### config.mk
export PLATFORM = sky130hd
export DESIGN_NAME = keypad_scanner
export DESIGN_NICKNAME = d
export VERILOG_FILES = /design/src/rtl/keypad_pkg.sv /design/src/rtl/kp_press_select.sv /design/src/rtl/keypad_scanner.sv
export SDC_FILE = /design/constraint.sdc
export NUM_CORES = 1
export LEC_CHECK = 0
export ABC_AREA = 0
export CORE_UTILIZATION = 54
export DETAILED_ROUTE_END_ITERATION = 7
export GPL_ROUTABILITY_DRIVEN = 0
export PLACE_DENSITY_LB_ADDON = 0.2
export SETUP_SLACK_MARGIN = 0.02
export SYNTH_ARGS = -nofsm -noshare
export SYNTH_HDL_FRONTEND = slang
export SYNTH_HIERARCHICAL = 1
export SYNTH_SLANG_ARGS = --single-unit
### constraint.sdc
create_clock -name clk -period 2.49 [get_ports clk]
set_input_delay 0.498 -clock clk [delete_from_list [all_inputs] [get_ports clk]]
set_output_delay 0.498 -clock clk [all_outputs]
set_load 0.01 [all_outputs]
### src/rtl/keypad_pkg.sv
// Shared types for the 4x4 keypad scanner: scan states, key code layout and press-map indexing.
// Pure declarations, no logic, no flow control.
package keypad_pkg;

    localparam int KP_COLS = 4;
    localparam int KP_ROWS = 4;

    typedef enum logic [1:0] {
        IDLE,
        GAP,
        SETTLE,
        SAMPLE
    } scan_state_t;

    typedef struct packed {
        logic [1:0] col;
        logic [1:0] row;
    } key_code_t;

    // Flat press-map bit for a key; matches the key_code bit layout.
    function automatic logic [3:0] key_index(input logic [1:0] col, input logic [1:0] row);
        return {col, row};
    endfunction

endpackage

### src/rtl/kp_press_select.sv
// Picks the lowest newly pressed row of one column and returns the column's updated press-map slice.
// Combinational, zero latency; reports only when the output register is free, otherwise defers the press.
module kp_press_select
    import keypad_pkg::*;
(
    input  logic [KP_ROWS-1:0] row_edge,
    input  logic [KP_ROWS-1:0] map_col,
    input  logic               out_free,
    output logic [1:0]         sel_row,
    output logic               report,
    output logic [KP_ROWS-1:0] map_next
);

    logic [KP_ROWS-1:0] new_press;
    logic               found;

    always_comb begin
        new_press = row_edge & ~map_col;
        sel_row   = 2'd0;
        found     = 1'b0;
        for (int r = KP_ROWS - 1; r >= 0; r--) begin
            if (new_press[r]) begin
                sel_row = 2'(r);
                found   = 1'b1;
            end
        end
        report = found & out_free;

        // Released rows drop out; unreported presses stay clear so a later scan retries them.
        map_next = map_col & row_edge;
        if (report) begin
            map_next[sel_row] = 1'b1;
        end
    end

endmodule

### src/rtl/keypad_scanner.sv
// Scans a 4x4 keypad column by column and emits one key code per new press on a valid/ready port.
// Column period SETTLE_CYCLES+2; a press appears one cycle after its column's sample; key_ready low holds the code.
module keypad_scanner
    import keypad_pkg::*;
#(
    parameter int SETTLE_CYCLES = 4,
    parameter int NUM_COLS      = 4,
    parameter int NUM_ROWS      = 4
) (
    input  logic                clk,
    input  logic                rst,
    input  logic                scan_en,
    input  logic [NUM_ROWS-1:0] row_edge,
    output logic [NUM_COLS-1:0] col_drive,
    output logic                filt_en,
    output logic [1:0]          col_idx,
    output logic                key_valid,
    output logic [3:0]          key_code,
    input  logic                key_ready
);

    localparam logic [3:0] SETTLE_LAST = 4'(SETTLE_CYCLES - 1);

    scan_state_t  state_q, state_d;
    logic [3:0]   cnt_q, cnt_d;
    logic [1:0]   col_q, col_d;
    logic [15:0]  map_q, map_d;
    logic         kv_q, kv_d;
    key_code_t    code_q, code_d;

    logic [KP_ROWS-1:0] map_col;
    logic [KP_ROWS-1:0] map_next;
    logic [1:0]         sel_row;
    logic               report;
    logic               out_free;
    logic               sample_go;
    logic               driving;

    assign out_free  = ~kv_q | key_ready;
    assign sample_go = (state_q == SAMPLE) & scan_en;

    always_comb begin
        map_col = '0;
        for (int r = 0; r < KP_ROWS; r++) begin
            map_col[r] = map_q[key_index(col_q, 2'(r))];
        end
    end

    kp_press_select u_select (
        .row_edge (row_edge),
        .map_col  (map_col),
        .out_free (out_free),
        .sel_row  (sel_row),
        .report   (report),
        .map_next (map_next)
    );

    always_comb begin
        state_d = state_q;
        cnt_d   = cnt_q;
        col_d   = col_q;
        map_d   = map_q;
        kv_d    = kv_q;
        code_d  = code_q;

        if (kv_q && key_ready) begin
            kv_d = 1'b0;
        end

        case (state_q)
            IDLE: begin
                if (scan_en) begin
                    state_d = GAP;
                end
            end
            GAP: begin
                state_d = SETTLE;
                cnt_d   = 4'd0;
            end
            SETTLE: begin
                cnt_d = cnt_q + 4'd1;
                if (cnt_q == SETTLE_LAST) begin
                    state_d = SAMPLE;
                end
            end
            SAMPLE: begin
                state_d = GAP;
                // A sample cut short by scan_en is abandoned; resume rescans the same column.
                if (sample_go) begin
                    col_d = col_q + 2'd1;
                    for (int r = 0; r < KP_ROWS; r++) begin
                        map_d[key_index(col_q, 2'(r))] = map_next[r];
                    end
                    if (report) begin
                        kv_d   = 1'b1;
                        code_d = '{col: col_q, row: sel_row};
                    end
                end
            end
            default: state_d = IDLE;
        endcase

        if (!scan_en) begin
            state_d = IDLE;
        end
    end

    always_ff @(posedge clk or negedge rst) begin
        if (!rst) begin
            state_q <= IDLE;
            cnt_q   <= 4'd0;
            col_q   <= 2'd0;
            map_q   <= 16'h0;
            kv_q    <= 1'b0;
            code_q  <= '0;
        end else begin
            state_q <= state_d;
            cnt_q   <= cnt_d;
            col_q   <= col_d;
            map_q   <= map_d;
            kv_q    <= kv_d;
            code_q  <= code_d;
        end
    end

    assign driving = (state_q == SETTLE) || (state_q == SAMPLE);

    always_comb begin
        col_drive = '0;
        if (driving) begin
            col_drive[col_q] = 1'b1;
        end
    end

    assign filt_en   = driving;
    assign col_idx   = col_q;
    assign key_valid = kv_q;
    assign key_code  = code_q;

endmodule

# Word-level counts from Yosys, hierarchy flattened
# Index checks and enable logic that the tools add are counted.
# W data, S select, Z words.
dict set report word_totals {
  ff_bits 29
  in_bits 8
  output_inout_bits 12
  elab_cells 89
}
dict set report op_classes {
  n_addsub 2
  order_cmp 12
  n_eq_ne 5
  n_mux 42
  n_bitwise 8
  n_reduce_logical 13
}
# op count
set ops {}
lappend ops {{$bwmux W16} 4}
lappend ops {{$lt A4 B5 Y1 const B} 4}
lappend ops {{$mux W1} 18}
lappend ops {{$ge A4 B1 Y1 const B} 4}
lappend ops {{$demux W1 S2} 6}
lappend ops {{$mux W2} 6}
lappend ops {{$and A4 B4 Y4} 2}
lappend ops {{$bmux W1 S2} 4}
lappend ops {{$mux W4} 2}
lappend ops {{$pmux W4 S2} 1}
lappend ops {{$logic_and A1 B1 Y1} 7}
lappend ops {{$lt A2 B3 Y1 const B} 2}
lappend ops {{$pmux W2 S3} 1}
lappend ops {{$add A4 B1 Y4 const B} 1}
lappend ops {{$eq A2 B2 Y1 const B} 2}
lappend ops {{$eq A4 B2 Y1 const B} 1}
lappend ops {{$ge A2 B1 Y1 const B} 2}
lappend ops {{$not A4 Y4} 1}
lappend ops {{$or A4 B4 Y4} 1}
lappend ops {{$ne A3 B3 Y1 const B} 1}
lappend ops {{$reduce_and A3 Y1} 1}
lappend ops {{$add A2 B1 Y2 const B} 1}
lappend ops {{$and A1 B1 Y1} 2}
lappend ops {{$eq A2 B1 Y1 const B} 1}
lappend ops {{other kinds (7)} 7}

# Depth between registers and ports, before layout
dict set report logic_depth {
  depth_word 18
  depth_mapped 7
  depth_no_buf 6
}

# Cells and area by module
# The synthesis kept the hierarchy.
# mod n_inst cells_per_inst area_per_inst_um2 seq_area_each_um2
set modules_own_cells {}
lappend modules_own_cells {keypad_scanner 1 105 1475.2 725.7}
lappend modules_own_cells {kp_press_select 1 21 118.9 0.0}

# Worst setup path after synthesis
# No wires, ideal clock.
dict set report synth_timing {
  kind {reg-to-reg}
  startpoint {reg col_q[0] (netlist: col_idx[0])}
  endpoint {reg code_q (netlist bit key_code[3])}
  setup_time_ps 125
  arrival_time_ps 2073
  required_ps 2365
  slack_ps 292
  path_stages_with_launch 8
  n_path_buf 1
  period_less_slack_ps 2198
  path_cell_list {dfrtp_1 buf_2 mux4_2 nor2b_4 a21oi_2 a31oi_1 nand3_4 mux2_4}
}
dict set report synth_via {
  elab_chain_cells 10
  elab_cells_between_ends 16
  classes_between {mux (12); bitwise (3); reduce/logical (1)}
}
# item line_no
set synth_lines {}
lappend synth_lines {{start: declaration} keypad_scanner.sv:26} ;# logic [1:0] col_q, col_d;
lappend synth_lines {{start signal: assignment} keypad_scanner.sv:119} ;# col_q <= col_d;
lappend synth_lines {{$bmux W1 S2} keypad_scanner.sv:45} ;# map_col[r] = map_q[key_index(col_q, 2'(r))];
lappend synth_lines {{$mux W1 (not written as such)} keypad_scanner.sv:45}
lappend synth_lines {{via map_col[3]} keypad_scanner.sv:31} ;# logic [KP_ROWS-1:0] map_col;
lappend synth_lines {{$not A4 Y4} kp_press_select.sv:18} ;# new_press = row_edge & ~map_col;
lappend synth_lines {{$and A4 B4 Y4} kp_press_select.sv:18}
lappend synth_lines {{$mux W1 (4 in a row)} kp_press_select.sv:22} ;# if (new_press[r]) begin
lappend synth_lines {{$and A1 B1 Y1} kp_press_select.sv:27} ;# report = found & out_free;
lappend synth_lines {{via report} keypad_scanner.sv:34} ;# logic report;
lappend synth_lines {{$reduce_and A3 Y1 (no source line)} n/a}
lappend synth_lines {{end signal: assignment} keypad_scanner.sv:122} ;# code_q <= code_d;
lappend synth_lines {{end: declaration} keypad_scanner.sv:29} ;# key_code_t code_q, code_d;
# The timed path passes the listed nets, and every way through them passes these cells. The select of a mux whose other input is x is not followed.
# A chain may end at the register's enable or synchronous reset.

# Worst setup path in the final report
dict set report layout_timing {
  startpoint {reg state_q[0]}
  endpoint {out filt_en}
}
dict set report layout_via {
  elab_chain_cells 2
  elab_cells_between_ends 3
  classes_between {eq/ne (2); reduce/logical (1)}
}
# item line_no
set layout_lines {}
lappend layout_lines {{start: declaration} keypad_scanner.sv:24} ;# scan_state_t state_q, state_d;
lappend layout_lines {{start signal: assignment} keypad_scanner.sv:117} ;# state_q <= state_d;
lappend layout_lines {{$eq A2 B2 Y1} keypad_scanner.sv:126} ;# assign driving = (state_q == SETTLE) || (state_q == SAMPLE);
lappend layout_lines {{$logic_or A1 B1 Y1 (*)} keypad_scanner.sv:126}
lappend layout_lines {{end: declaration} keypad_scanner.sv:15} ;# output logic filt_en,
# Every way passes the cells marked *; elsewhere a longest branch is shown, timed or not.

==> flow_results.org <==
** Setup path
- Kind of critical path :: reg2out
- STA puts the critical path data arrival time at ~1.8 ns.
- Logic depth of the worst register-to-register path :: 6
- Type of destination of the critical path :: primary output
- Critical path required time :: 1.99 ns
- Max Fanout on Critical Path :: 6
- Nature of the critical path startpoint :: flop

** Final layout
- From synthesis to final layout, the design area changed by 20.64%.
- Footprint of the multi-input gates :: 823.3 um2
- Fill cells in the final layout number 222.
- Post-layout net count :: between 150 and 200
- Diode insertion count for antenna repair :: 0
- Seq. cell area :: 728.2 um2
- Share of layout cells above drive strength 1 :: 0.3077
- Post-route standard cell area excluding fillers :: 1923 um2

** Synthesis
- Largest family of logic cells by synthesized area :: multiplexers
- Compound-gate portion of the synthesized area :: 0.06515
- Of the synthesized area, sequential elements account for 0.4553.
- Synthesis produced a netlist with a net count of 144.
- Number of warnings reported in the yosys synthesis log :: 6
- Counting flops and latches in the post-synthesis netlist gives 29.
- Of the total synthesized cell area, the portion taken by AND, OR, NAND and NOR gates is 0.1460.
- Synth unique cells :: 31
- Gate count after technology mapping :: 126
- Adder and majority gate portion of the synthesized area :: 0.07849
- Post-Syn Area :: 1594 um2
- Synth Area per Inst :: 12.65 um2
- Measured against the total synthesized area, the mux share comes to 0.2198.
- Of the total synthesized cell area, the portion taken by XOR and XNOR cells is 0.005495.

** Clock tree
- H-tree depth reported by CTS :: 2
- TritonCTS built the clock tree.
- Later-pin clock latency in the skew report :: 0.34 ns
- Num CTS Buffers :: 5
- The clock drives 29 sinks.
- Master cell of the clock root buffer :: sky130_fd_sc_hd__clkbuf_4
- Counting along the longest clock path gives a buffer depth of 2.
- For this design, the CTS-stage hold fixing added 0 buffers.
- Clock edge transition at the registers on the reported setup and hold paths :: approximately 0.090 ns

** Pwr
- After layout, the design draws a total of 1.975 mW.
- Power spread over the standard cell area amounts to 1027 nW/um2.
- Worst vdd rail ir drop :: 0.0007265 V
- Summed over all cells, the static leakage comes to 0.9690 nW.

** STA
- Final Hold Fails :: 0
- Setup TNS after final layout :: 0 ns
- Post-Route Skew :: roughly 0.014 ns
- Setup repair after global routing left no endpoint under its margin.
- Final critical delay including setup and external delays :: 2.337 ns
- Transition time at the pin with the least slew margin :: 0.3555 ns
- Fin. max-slew vios :: 0
- Maximum clock frequency :: 0.4278 GHz
- The worst pin sits at a relative slew slack of 0.7630.
- Final setup violation count :: 0
- Share of the clock period used by the worst path after layout :: 0.9387

** Detailed routing
- Wirelength, routed :: 2964 um
- Initial DRC Count :: between 40 and 50
- Via count of the routed design :: between 1k and 1.5k
- After detailed routing, the number of vias per cell comes to 5.599.
- DRC viols :: 0
- Number of optimization iterations in the first detailed-route pass :: 5
- In the final routed layout, each cell accounts on average for roughly 16 um.
- The count of nets left with antenna violations once routing finished came out at 0.

** Outcome
- Outcome :: finished, final reports clean

** Floorplan
- Top Ports :: 20
- From bottom edge to top edge, the die measures 56.33 um.
- The die covers 3173 um2.
- The initial utilization of the core area, before any placement, comes to 0.5731.
- The floorplan step defined a core boundary enclosing 2781 um2.
- In this run the horizontal extent of the chip is 56.33 um.
- Row Count :: 19

** Global routing
- Antenna violations before repair :: 0
- In the global route stage, overall resource usage came out at 0.2172.
- The first global-routing pass estimated 5064 um of wire.
- Entering global routing, the biggest net connects 30 pins.
- Overflow left after global routing :: 0
- The number of global-route vias before repair came to 1,115.

** Placement
- Post-detailed-placement half-perimeter wirelength :: ~2200 um
- Summing all placed instances gives a cell area of between 1500 and 2000 um2.
- # port buffers :: 19

** Worst hold path
- The min-delay analysis places its worst path in the category reg2reg.
- Hold Path Cell Cnt :: 1

** Run
- MaxCap Viol Count :: 0
[critical path: stages (launching register included)]
cell and delay (ns):
sky130_fd_sc_hd__dfrtp_1 0.40, sky130_fd_sc_hd__inv_1 0.09, sky130_fd_sc_hd__ha_2 0.23, sky130_fd_sc_hd__or2_2 0.31, sky130_fd_sc_hd__clkdlybuf4s50_1 0.48
[layout make-up]
class,count,area share
Clock inverter,1,0.01561
Timing Repair Buffer,24,0.1171
Inverter,6,0.01171
Tap cell,31,0.02017
Multi-Input combinational cell,89,0.4281
Sequential cell,29,0.3787
Clock buffer,7,0.02863
[repair_timing]
action | in CTS | in global routing
setup endpoints to repair | 3 | 2
gates cloned | 0 | 0
gates resized for setup | 4 | 1
buffers inserted | 1 | 3
[layout by cell type, fill, tap and decap left out, drive strengths merged, types with 2 or more instances in the layout]
cell type / count
and2: 3
nand2b: 6
ha: 10
dlygate4sd2: 2
o21ai: 7
mux2i: 2
or2b: 2
mux2: 20
clkdlybuf4s50: 17
dfrtp: 29
buf: 5
inv: 6
a21oi: 2
mux4: 4
nor2b: 3
o21a: 3
nand2: 16
nand3: 4
clkbuf: 7
[path summary, 6_finish.rpt]
path                                   startpoint                       to  slack [ns]
min in group asynchronous                     rst  key_code[3]$_DFFE_PN0P_        0.53
min reg2reg                  map_q[9]$_DFFE_PN0P_     map_q[9]$_DFFE_PN0P_        0.51
max                        state_q[0]$_DFFE_PN0P_                  filt_en        0.15
max in group asynchronous                     rst   col_idx[1]$_DFFE_PN0P_        1.67
min                          map_q[9]$_DFFE_PN0P_     map_q[9]$_DFFE_PN0P_        0.51
max reg2reg                col_idx[0]$_DFFE_PN0P_  key_code[2]$_DFFE_PN0P_        0.27
[registers in the layout, summed over array words and instances, names as in the netlist]
signal     flops
map_q         16
cnt_q          4
key_valid      1
state_q        2
col_idx        2
key_code       4
[cell usage after synthesis]
library cell	number	area, um2
sky130_fd_sc_hd__a21boi_1	1	7.510
sky130_fd_sc_hd__a21oi_1	1	5.000
sky130_fd_sc_hd__a21oi_2	1	8.760
sky130_fd_sc_hd__a31oi_1	1	6.260
sky130_fd_sc_hd__and2_1	2	12.51
sky130_fd_sc_hd__and2_4	1	8.760
sky130_fd_sc_hd__buf_12	1	20.02
sky130_fd_sc_hd__buf_2	1	5.000
sky130_fd_sc_hd__dfrtp_1	29	725.7
sky130_fd_sc_hd__ha_1	10	125.1
sky130_fd_sc_hd__inv_1	6	22.52
sky130_fd_sc_hd__mux2_2	16	180.2
sky130_fd_sc_hd__mux2_4	4	60.06
sky130_fd_sc_hd__mux2i_1	2	20.02
sky130_fd_sc_hd__mux4_2	4	90.09
sky130_fd_sc_hd__nand2_1	12	45.04
sky130_fd_sc_hd__nand2_4	4	45.04
sky130_fd_sc_hd__nand2b_1	6	37.54
sky130_fd_sc_hd__nand3_1	3	15.01
sky130_fd_sc_hd__nand3_4	1	17.52
sky130_fd_sc_hd__nor2_1	1	3.750
sky130_fd_sc_hd__nor2b_1	2	12.51
sky130_fd_sc_hd__nor2b_4	1	13.76
sky130_fd_sc_hd__o211a_1	1	10.01
sky130_fd_sc_hd__o21a_1	3	22.52
sky130_fd_sc_hd__o21ai_0	5	25.02
sky130_fd_sc_hd__o21ai_1	2	10.01
sky130_fd_sc_hd__o311ai_0	1	8.760
sky130_fd_sc_hd__or2_2	1	6.260
sky130_fd_sc_hd__or2b_1	2	15.01
sky130_fd_sc_hd__xnor2_1	1	8.760
[layer usage]
metal	part of all wire	wire length (um)	global-route usage	vias to the layer above
met5	0	0	0	-
li1	-	-	-	498
met1	0.47	1380	0.2798	506
met3	0.057	168	0.07604	8
met4	0.024	72	0.09756	0
met2	0.45	1342	0.3316	35
[power breakdown]
| part | internal, mW | switching (mW) |
|---|---|---|
| sequential | 0.626 | 0.120 |
| combinational | 0.458 | 0.369 |
| clock | 0.240 | 0.162 |
| total | 1.32 | 0.651 |
[stage by stage]
step           cells  hold slack, ns    util  setup WS, ns
4_1_cts          184          0.5123  0.6829       0.06998
3_5_place_dp     175          0.4918  0.6491        0.1927
5_1_grt          187          0.5335  0.6914       0.03978
6_report         187          0.5087  0.6914        0.1525
3_3_place_gp     175          0.4825  0.6491        0.2550
2_1_floorplan    126          0.2024       -        0.2921
[cells by family after synthesis]
logic type | after synthesis
AOI/OAI and AO/OA | 16
buffers and inverters | 8
xor gates and xnor gates | 1
muxes | 26
DFF | 29
and+or+nand+nor | 36
adders and majority gates | 10
(Power assumes the default switching activity.)
